$ cat src/rtl/ldpc_pkg.sv
// ldpc_pkg: shared definitions for the LDPC iteration scheduler and its
// node datapaths.
//   state_t      - scheduler FSM states
//   cnt_width()  - bits needed to hold the values 0..n
//   DEF_*        - default code geometry shared with the VN/CN datapaths
package ldpc_pkg;

  localparam int DEF_N_VN     = 16;
  localparam int DEF_N_CN     = 8;
  localparam int DEF_MAX_ITER = 10;

  typedef enum logic [2:0] {
    S_IDLE     = 3'd0,
    S_LOAD     = 3'd1,
    S_CN_ISSUE = 3'd2,
    S_CN_WAIT  = 3'd3,
    S_VN_ISSUE = 3'd4,
    S_FIN      = 3'd5
  } state_t;

  // Width of a counter that must reach n itself (not just n-1).
  function automatic int cnt_width(input int n);
    return (n < 2) ? 1 : $clog2(n + 1);
  endfunction

endpackage

$ cat src/rtl/ldpc_iter_sched_if.sv
// ldpc_iter_sched_if: command/response bundle between the iteration
// scheduler (master) and the node datapaths plus decode controller (slave).
//   start                       - begin a decode
//   dp_ready                    - datapath accepts the issued command
//   ld_en/ld_addr               - channel-LLR load command
//   cn_en/cn_addr               - check-node update command
//   vn_en/vn_addr               - variable-node update command
//   cn_rsp_valid/cn_parity_ok   - one returned check-node parity result
//   busy/done/converged/iter_cnt- decode status
interface ldpc_iter_sched_if #(
  parameter int ADDR_W = 5,
  parameter int ITER_W = 4
);
  logic              start;
  logic              dp_ready;
  logic              ld_en;
  logic [ADDR_W-1:0] ld_addr;
  logic              cn_en;
  logic [ADDR_W-1:0] cn_addr;
  logic              vn_en;
  logic [ADDR_W-1:0] vn_addr;
  logic              cn_rsp_valid;
  logic              cn_parity_ok;
  logic              busy;
  logic              done;
  logic              converged;
  logic [ITER_W-1:0] iter_cnt;

  modport master (
    input  start, dp_ready, cn_rsp_valid, cn_parity_ok,
    output ld_en, ld_addr, cn_en, cn_addr, vn_en, vn_addr,
           busy, done, converged, iter_cnt
  );

  modport slave (
    output start, dp_ready, cn_rsp_valid, cn_parity_ok,
    input  ld_en, ld_addr, cn_en, cn_addr, vn_en, vn_addr,
           busy, done, converged, iter_cnt
  );
endinterface

$ cat src/rtl/ldpc_addr_seq.sv
// ldpc_addr_seq: handshaked index sequencer. A start pulse arms the
// sequencer; from the next cycle it presents en with addr 0, advancing by
// one per accepted transfer (en && ready) up to COUNT-1, then drops en.
//   clk, rst_n - clock, async active-low reset
//   start      - arm a new sweep from index 0
//   ready      - downstream accepts the presented index
//   en, addr   - registered command valid / index, stable until accepted
//   last       - the final index is transferring this cycle
module ldpc_addr_seq #(
  parameter int ADDR_W = 5,
  parameter int COUNT  = 16
) (
  input  logic              clk,
  input  logic              rst_n,
  input  logic              start,
  input  logic              ready,
  output logic              en,
  output logic [ADDR_W-1:0] addr,
  output logic              last
);
  localparam logic [ADDR_W-1:0] LAST_ADDR = ADDR_W'(COUNT - 1);

  assign last = en && ready && (addr == LAST_ADDR);

  // NOTE: sequential state uses non-blocking assignments so every register
  // samples pre-edge values, regardless of block evaluation order.
  always_ff @(posedge clk or negedge rst_n) begin
    if (!rst_n) begin
      en   <= 1'b0;
      addr <= '0;
    end else if (start) begin
      en   <= 1'b1;
      addr <= '0;
    end else if (en && ready) begin
      if (addr == LAST_ADDR) begin
        en <= 1'b0;
      end else begin
        addr <= addr + 1'b1;
      end
    end
  end
endmodule

$ cat src/rtl/ldpc_iter_sched.sv
// ldpc_iter_sched: iteration scheduler for a flooding LDPC decoder.
// Loads channel LLRs, then alternates CN and VN sweeps over the shared
// node datapaths, folding returned check parities into a syndrome flag.
// Stops on the iteration limit, or on a zero syndrome when early
// termination is built in.
//   clk, rst_n - clock, async active-low reset
//   bus        - ldpc_iter_sched_if.master (commands, responses, status)
// Build option: define LDPC_EARLY_TERM_EN to exit as soon as a CN sweep
// reports every check satisfied; otherwise exactly MAX_ITER VN sweeps run
// and converged reports the syndrome of the final CN sweep.
module ldpc_iter_sched
  import ldpc_pkg::*;
#(
  parameter int N_VN     = DEF_N_VN,
  parameter int N_CN     = DEF_N_CN,
  parameter int MAX_ITER = DEF_MAX_ITER,
  parameter int ADDR_W   = 5,
  parameter int ITER_W   = 4
) (
  input logic               clk,
  input logic               rst_n,
  ldpc_iter_sched_if.master bus
);
  localparam int                RSP_W    = cnt_width(N_CN);
  localparam logic [RSP_W-1:0]  RSP_FULL = RSP_W'(N_CN);
  localparam logic [ITER_W-1:0] ITER_MAX = ITER_W'(MAX_ITER);

  state_t            state, state_nxt;
  logic [RSP_W-1:0]  rsp_cnt, rsp_cnt_nxt;
  logic              syn_ok, syn_ok_nxt;
  logic [ITER_W-1:0] iter_cnt;
  logic              converged;
  logic              ld_start, cn_start, vn_start;
  logic              ld_last, cn_last, vn_last;
  logic              clr_run, iter_inc, fin_entry;
  logic              rsp_take, stop;

  ldpc_addr_seq #(.ADDR_W(ADDR_W), .COUNT(N_VN)) u_ld_seq (
    .clk(clk), .rst_n(rst_n), .start(ld_start), .ready(bus.dp_ready),
    .en(bus.ld_en), .addr(bus.ld_addr), .last(ld_last)
  );

  ldpc_addr_seq #(.ADDR_W(ADDR_W), .COUNT(N_CN)) u_cn_seq (
    .clk(clk), .rst_n(rst_n), .start(cn_start), .ready(bus.dp_ready),
    .en(bus.cn_en), .addr(bus.cn_addr), .last(cn_last)
  );

  ldpc_addr_seq #(.ADDR_W(ADDR_W), .COUNT(N_VN)) u_vn_seq (
    .clk(clk), .rst_n(rst_n), .start(vn_start), .ready(bus.dp_ready),
    .en(bus.vn_en), .addr(bus.vn_addr), .last(vn_last)
  );

  // Responses count only during a CN sweep and only up to N_CN; the
  // "next" values let CN_WAIT decide in the same cycle the last one lands.
  always_comb begin
    rsp_take    = bus.cn_rsp_valid && (rsp_cnt != RSP_FULL) &&
                  ((state == S_CN_ISSUE) || (state == S_CN_WAIT));
    rsp_cnt_nxt = rsp_take ? rsp_cnt + 1'b1 : rsp_cnt;
    syn_ok_nxt  = syn_ok && (!rsp_take || bus.cn_parity_ok);
`ifdef LDPC_EARLY_TERM_EN
    stop = syn_ok_nxt || (iter_cnt == ITER_MAX);
`else
    stop = (iter_cnt == ITER_MAX);
`endif
  end

  always_ff @(posedge clk or negedge rst_n) begin
    if (!rst_n) state <= S_IDLE;
    else        state <= state_nxt;
  end

  // NOTE: every output of this block gets a default first, so no path
  // through the case leaves a signal unassigned and no latch is inferred.
  always_comb begin
    state_nxt = state;
    ld_start  = 1'b0;
    cn_start  = 1'b0;
    vn_start  = 1'b0;
    clr_run   = 1'b0;
    iter_inc  = 1'b0;
    fin_entry = 1'b0;
    case (state)
      S_IDLE: if (bus.start) begin
        state_nxt = S_LOAD;
        ld_start  = 1'b1;
        clr_run   = 1'b1;
      end
      S_LOAD: if (ld_last) begin
        state_nxt = S_CN_ISSUE;
        cn_start  = 1'b1;
      end
      S_CN_ISSUE: if (cn_last) state_nxt = S_CN_WAIT;
      S_CN_WAIT: if (rsp_cnt_nxt == RSP_FULL) begin
        if (stop) begin
          state_nxt = S_FIN;
          fin_entry = 1'b1;
        end else begin
          state_nxt = S_VN_ISSUE;
          vn_start  = 1'b1;
        end
      end
      S_VN_ISSUE: if (vn_last) begin
        state_nxt = S_CN_ISSUE;
        cn_start  = 1'b1;
        iter_inc  = 1'b1;
      end
      S_FIN:   state_nxt = S_IDLE;
      default: state_nxt = S_IDLE;
    endcase
  end

  always_ff @(posedge clk or negedge rst_n) begin
    if (!rst_n) begin
      rsp_cnt   <= '0;
      syn_ok    <= 1'b0;
      iter_cnt  <= '0;
      converged <= 1'b0;
    end else begin
      // A new CN sweep starts from a clean syndrome.
      if (cn_start) begin
        rsp_cnt <= '0;
        syn_ok  <= 1'b1;
      end else begin
        rsp_cnt <= rsp_cnt_nxt;
        syn_ok  <= syn_ok_nxt;
      end
      if (clr_run)       iter_cnt <= '0;
      else if (iter_inc) iter_cnt <= iter_cnt + 1'b1;
      if (clr_run)         converged <= 1'b0;
      else if (fin_entry)  converged <= syn_ok_nxt;
    end
  end

  assign bus.busy      = (state != S_IDLE);
  assign bus.done      = (state == S_FIN);
  assign bus.converged = converged;
  assign bus.iter_cnt  = iter_cnt;
endmodule

$ cat src/flat_wrapper.sv
// flat-port wrapper written by rule: the top's interface ports become plain ports
module ldpc_iter_sched_flat import ldpc_pkg::*;
#(
  parameter int N_VN     = DEF_N_VN,
  parameter int N_CN     = DEF_N_CN,
  parameter int MAX_ITER = DEF_MAX_ITER,
  parameter int ADDR_W   = 5,
  parameter int ITER_W   = 4
)
  (clk, rst_n, bus_start, bus_dp_ready, bus_cn_rsp_valid, bus_cn_parity_ok, bus_ld_en, bus_ld_addr, bus_cn_en, bus_cn_addr, bus_vn_en, bus_vn_addr, bus_busy, bus_done, bus_converged, bus_iter_cnt);
  ldpc_iter_sched_if #(.ADDR_W(ADDR_W), .ITER_W(ITER_W)) bus_i ();
  input logic clk;
  input logic rst_n;
  input wire logic [$bits(bus_i.start)-1:0] bus_start;
  input wire logic [$bits(bus_i.dp_ready)-1:0] bus_dp_ready;
  input wire logic [$bits(bus_i.cn_rsp_valid)-1:0] bus_cn_rsp_valid;
  input wire logic [$bits(bus_i.cn_parity_ok)-1:0] bus_cn_parity_ok;
  output wire logic [$bits(bus_i.ld_en)-1:0] bus_ld_en;
  output wire logic [$bits(bus_i.ld_addr)-1:0] bus_ld_addr;
  output wire logic [$bits(bus_i.cn_en)-1:0] bus_cn_en;
  output wire logic [$bits(bus_i.cn_addr)-1:0] bus_cn_addr;
  output wire logic [$bits(bus_i.vn_en)-1:0] bus_vn_en;
  output wire logic [$bits(bus_i.vn_addr)-1:0] bus_vn_addr;
  output wire logic [$bits(bus_i.busy)-1:0] bus_busy;
  output wire logic [$bits(bus_i.done)-1:0] bus_done;
  output wire logic [$bits(bus_i.converged)-1:0] bus_converged;
  output wire logic [$bits(bus_i.iter_cnt)-1:0] bus_iter_cnt;
  assign bus_i.start = bus_start;
  assign bus_i.dp_ready = bus_dp_ready;
  assign bus_i.cn_rsp_valid = bus_cn_rsp_valid;
  assign bus_i.cn_parity_ok = bus_cn_parity_ok;
  assign bus_ld_en = bus_i.ld_en;
  assign bus_ld_addr = bus_i.ld_addr;
  assign bus_cn_en = bus_i.cn_en;
  assign bus_cn_addr = bus_i.cn_addr;
  assign bus_vn_en = bus_i.vn_en;
  assign bus_vn_addr = bus_i.vn_addr;
  assign bus_busy = bus_i.busy;
  assign bus_done = bus_i.done;
  assign bus_converged = bus_i.converged;
  assign bus_iter_cnt = bus_i.iter_cnt;
  ldpc_iter_sched #(.N_VN(N_VN), .N_CN(N_CN), .MAX_ITER(MAX_ITER), .ADDR_W(ADDR_W), .ITER_W(ITER_W)) u_core (.clk(clk), .rst_n(rst_n), .bus(bus_i));
endmodule
$ cat config.mk
export PLATFORM = sky130hd
export DESIGN_NAME = ldpc_iter_sched_flat
export DESIGN_NICKNAME = d
export VERILOG_FILES = /design/src/rtl/ldpc_pkg.sv /design/src/rtl/ldpc_iter_sched_if.sv /design/src/rtl/ldpc_addr_seq.sv /design/src/rtl/ldpc_iter_sched.sv /design/src/flat_wrapper.sv
export SDC_FILE = /design/constraint.sdc
export NUM_CORES = 1
export LEC_CHECK = 0
export BUFFER_PORTS_ARGS = -buffer_cell sky130_fd_sc_hd__buf_2
export CORE_MARGIN = 5
export CORE_UTILIZATION = 40
export CTS_CLUSTER_DIAMETER = 120
export CTS_CLUSTER_SIZE = 40
export DETAILED_ROUTE_END_ITERATION = 6
export HOLD_SLACK_MARGIN = 0.05
export PLACE_DENSITY_LB_ADDON = 0.12
export SYNTH_ARGS = -nofsm -noshare
export SYNTH_HDL_FRONTEND = slang
export SYNTH_SLANG_ARGS = --single-unit
export TNS_END_PERCENT = 1
$ cat constraint.sdc
create_clock -name clk -period 5.5 [get_ports clk]
set_input_delay 1.375 -clock clk [delete_from_list [all_inputs] [get_ports clk]]
set_output_delay 1.375 -clock clk [all_outputs]
set_load 0.1 [all_outputs]
==> metrics.txt <==
CTS root buf clkbuf_8; Area Overhead vs Synth 16.6%; data arrival time at the worst-slack endpoint 1.47 ns; final instance count without filler cells 260; DR iter-0 viols 54; worst min path class flop to flop; Worst path slowest cell dfrtp_1; relative contribution of the clock network to total power 0.175; pre-CTS worst setup slack 2.55 ns; area enclosed by the die boundary 5710 um2; Net count, final 225; final wirelength 3.59 mm; Hold Crit Endpoint u_core.u_vn_seq.en$_DFFE_PN0P_; initial cell density of the core 0.421; worst skew pair latency 0.28 ns; critical path endpoint category output port; number of nets still failing antenna checks after routing 0; post-synth cell types 36; total of max-cap violations 0; synthesis warning total 0; post-synth design cell area 1720 um2; Die Span Y 75.6 um; worst r2r src u_core.u_vn_seq.addr[0]$_DFFE_PN0P_; ordered list of cells on the worst path or3_1 > buf_2; die width 75.6 um; TritonCTS Buffers 5; total number of vias 1348; part of the total power dissipated in combinational logic 0.526; kind of critical path flop to output port; share of layout cells above drive strength 1 0.219; leakage power 1.01 nW; Power Dens Cells 609 nW/um2; global-route wire length before repair 6.02 mm; kind of start point of the critical path flop; Detail Placement HPWL 2.68 mm; clock edge transition at the registers on the reported setup and hold paths 0.06 ns; number of endpoints with negative hold slack in the final report 0; area share of the largest cell type after synthesis 0.451; total routing usage reported by global routing 0.139; total congestion overflow 0; post-synthesis sequential area ratio 0.451; Detailed Routing Iterations Pass 1 4; hold buffers post-CTS 0; average size of a mapped cell 9.66 um2; count of endpoints failing setup in the final report 0; global placer's final weighted congestion 0.799; count of instances resized after the clock tree is built 0; count of state elements after synthesis 31; transition at the pin with the smallest max-transition slack 0.707 ns; post-detailed-route wirelength per cell 13.8 um; Post-CTS Setup Repair Bufs 0; minimum period implied by the final worst setup slack 2.85 ns; total clock sinks 31; switching power as a share of total power 0.544; TritonCTS clock tree yes; max_slew headroom 0.528; worst min-delay path startpoint u_core.u_vn_seq.en$_DFFE_PN0P_; Internal Dissipation 0.557 mW; initial antenna violation count 0; multi-input combinational cell area 872 um2; cell depth of the worst flop-to-flop path 8; ratio of final minimum period to clock period 0.517; count of pins over their slew limit 0; via-per-instance ratio 5.18; Final Instance Area 2000 um2; cell types with the largest area share after synthesis dfrtp_1, ha_1, nor2_1; total I/O pin count 31; Required @ worst endpoint 4.12 ns; number of buffers between clock root and the deepest sink 2; Cell Rows 23; CP Max Fanout 10; IR drop worst, VDD 0.500 mV; core area 4090 um2; clock skew 0.00639 ns; sequential group share of total power 0.299; CTS H-tree depth 2; placed cells 253; Yosys top cell by area dfrtp_1; largest net degree at the start of global routing 32; post-place instance area 1900 um2; register-to-register setup slack 3.34 ns; endpoint of the most critical register-to-register path u_core.u_cn_seq.addr[2]$_DFFE_PN0P_; delay of the slowest cell on the worst path 0.48 ns; post-route worst setup slack 2.65 ns; footprint of the flip-flops and latches 776 um2; Psw 0.664 mW; IO Port Bufs 30; post-route DRC violation count 0; unrepaired setup endpoints after global routing false; via count of the first global-routing pass 1304; status finished, final reports clean; diodes inserted 0; Net Count, Synth 193; Hold Path Stages 1; Final TNS setup 0 ns; number of standard cells after synthesis 178; peak clock frequency supported by timing 351 MHz; fill cell count 406
-- critical path, delay by kind of cell, from the launching register on --
| family | cells | cell delay (ns) |
|---|---|---|
| and+or+nand+nor | 1 | 0.41 |
| buffers and inverters | 1 | 0.30 |
| DFF | 1 | 0.48 |
-- worst max-delay path by stage --
stage / from / to / slack, ns / depth (start not counted)
final: u_core.state[2]$_DFFE_PN0P_ / bus_busy / 2.65 / 2
after global routing: u_core.state[1]$_DFFE_PN0P_ / bus_done / 2.61 / 3
after floorplan: bus_cn_rsp_valid / u_core.bus.converged$_DFFE_PN0P_ / 2.71 / 6
after detailed placement: bus_cn_rsp_valid / u_core.bus.converged$_DFFE_PN0P_ / 2.55 / 6
after CTS: u_core.state[1]$_DFFE_PN0P_ / bus_busy / 2.64 / 2
after global placement: bus_cn_rsp_valid / u_core.bus.converged$_DFFE_PN0P_ / 2.60 / 6
-- power groups by stage --
stage	Clock [mW]	Sequential (mW)	Combinational, mW
final	0.214	0.365	0.642
after detailed placement	0	0.368	0.648
after global routing	0.227	0.376	0.684
after CTS	0.222	0.365	0.650
after global placement	0	0.364	0.641
after floorplan	0	0.688	0.217
-- final cells by class --
class	instances	area share
Sequential cell	31	0.387
Clock inverter	1	0.0150
Tap cell	50	0.0312
Clock buffer	6	0.0362
Inverter	9	0.0169
Multi-Input combinational cell	132	0.435
Timing Repair Buffer	31	0.0787
-- layout by cell type (no fill, tap or decap), types with 2 or more instances in the layout --
cell / netlist / routed
a21o_1: 3 / 3
a21oi_1: 10 / 10
and3_1: 3 / 3
and3b_1: 2 / 2
buf_2: 0 / 30
clkbuf_8: 0 / 5
dfrtp_1: 31 / 31
ha_1: 9 / 9
inv_1: 9 / 9
mux2i_1: 2 / 2
nand2_1: 17 / 17
nand3_1: 4 / 4
nand3b_1: 2 / 2
nand4_1: 8 / 8
nor2_1: 30 / 30
nor3_1: 3 / 3
nor4_4: 2 / 2
o21ai_0: 4 / 4
or2_2: 2 / 2
or3_1: 2 / 2
xnor2_1: 5 / 5
xor2_1: 10 / 10
-- sequential cells by signal, indices dropped and copies added (netlist names) --
register / cells
u_core.u_cn_seq.addr: 5
u_core.u_ld_seq.addr: 5
u_core.u_vn_seq.addr: 5
u_core.bus.iter_cnt: 4
u_core.rsp_cnt: 4
u_core.state: 3
u_core.bus.converged: 1
u_core.syn_ok: 1
u_core.u_cn_seq.en: 1
u_core.u_ld_seq.en: 1
u_core.u_vn_seq.en: 1
-- synth_stat cells (all sizes together) --
cell type / n
a211o: 1
a21boi: 1
a21o: 3
a21oi: 10
and3: 3
and3b: 2
buf: 2
clkbuf: 4
dfrtp: 31
ha: 9
inv: 9
mux2: 2
mux2i: 2
nand2: 18
nand2b: 1
nand3: 4
nand3b: 2
nand4: 8
nor2: 30
nor2b: 1
nor3: 3
nor4: 2
nor4bb: 1
o21ai: 5
o22ai: 1
o311a: 1
o32a: 1
o32ai: 1
or2: 2
or3: 2
or3b: 1
xnor2: 5
xor2: 10
-- logic make-up after synthesis --
logic type	synth area share
multiplexers	0.0269
buffers and inverters	0.0415
AO/OA/AOI/OAI	0.0953
adder cells (fa/ha/maj)	0.0655
XOR/XNOR	0.0764
AND/OR/NAND/NOR	0.243
flip-flops	0.451
-- layer usage --
metal / GRT usage / share of wire / vias to the layer above
met5: 0 / 0 / -
met4: 0.0350 / 0.0095 / 0
met3: 0.0422 / 0.044 / 4
met2: 0.228 / 0.49 / 29
met1: 0.179 / 0.46 / 642
li1: - / - / 673
-- through the flow --
stage                util  power, mW  hold WS, ns
floorplan               -      0.905        0.480
global placement    0.465       1.00        0.514
detailed placement  0.465       1.02        0.524
CTS                 0.491       1.24        0.537
global route        0.491       1.29        0.559
finish              0.491       1.22        0.529
Power figures use the tool's default switching activity.
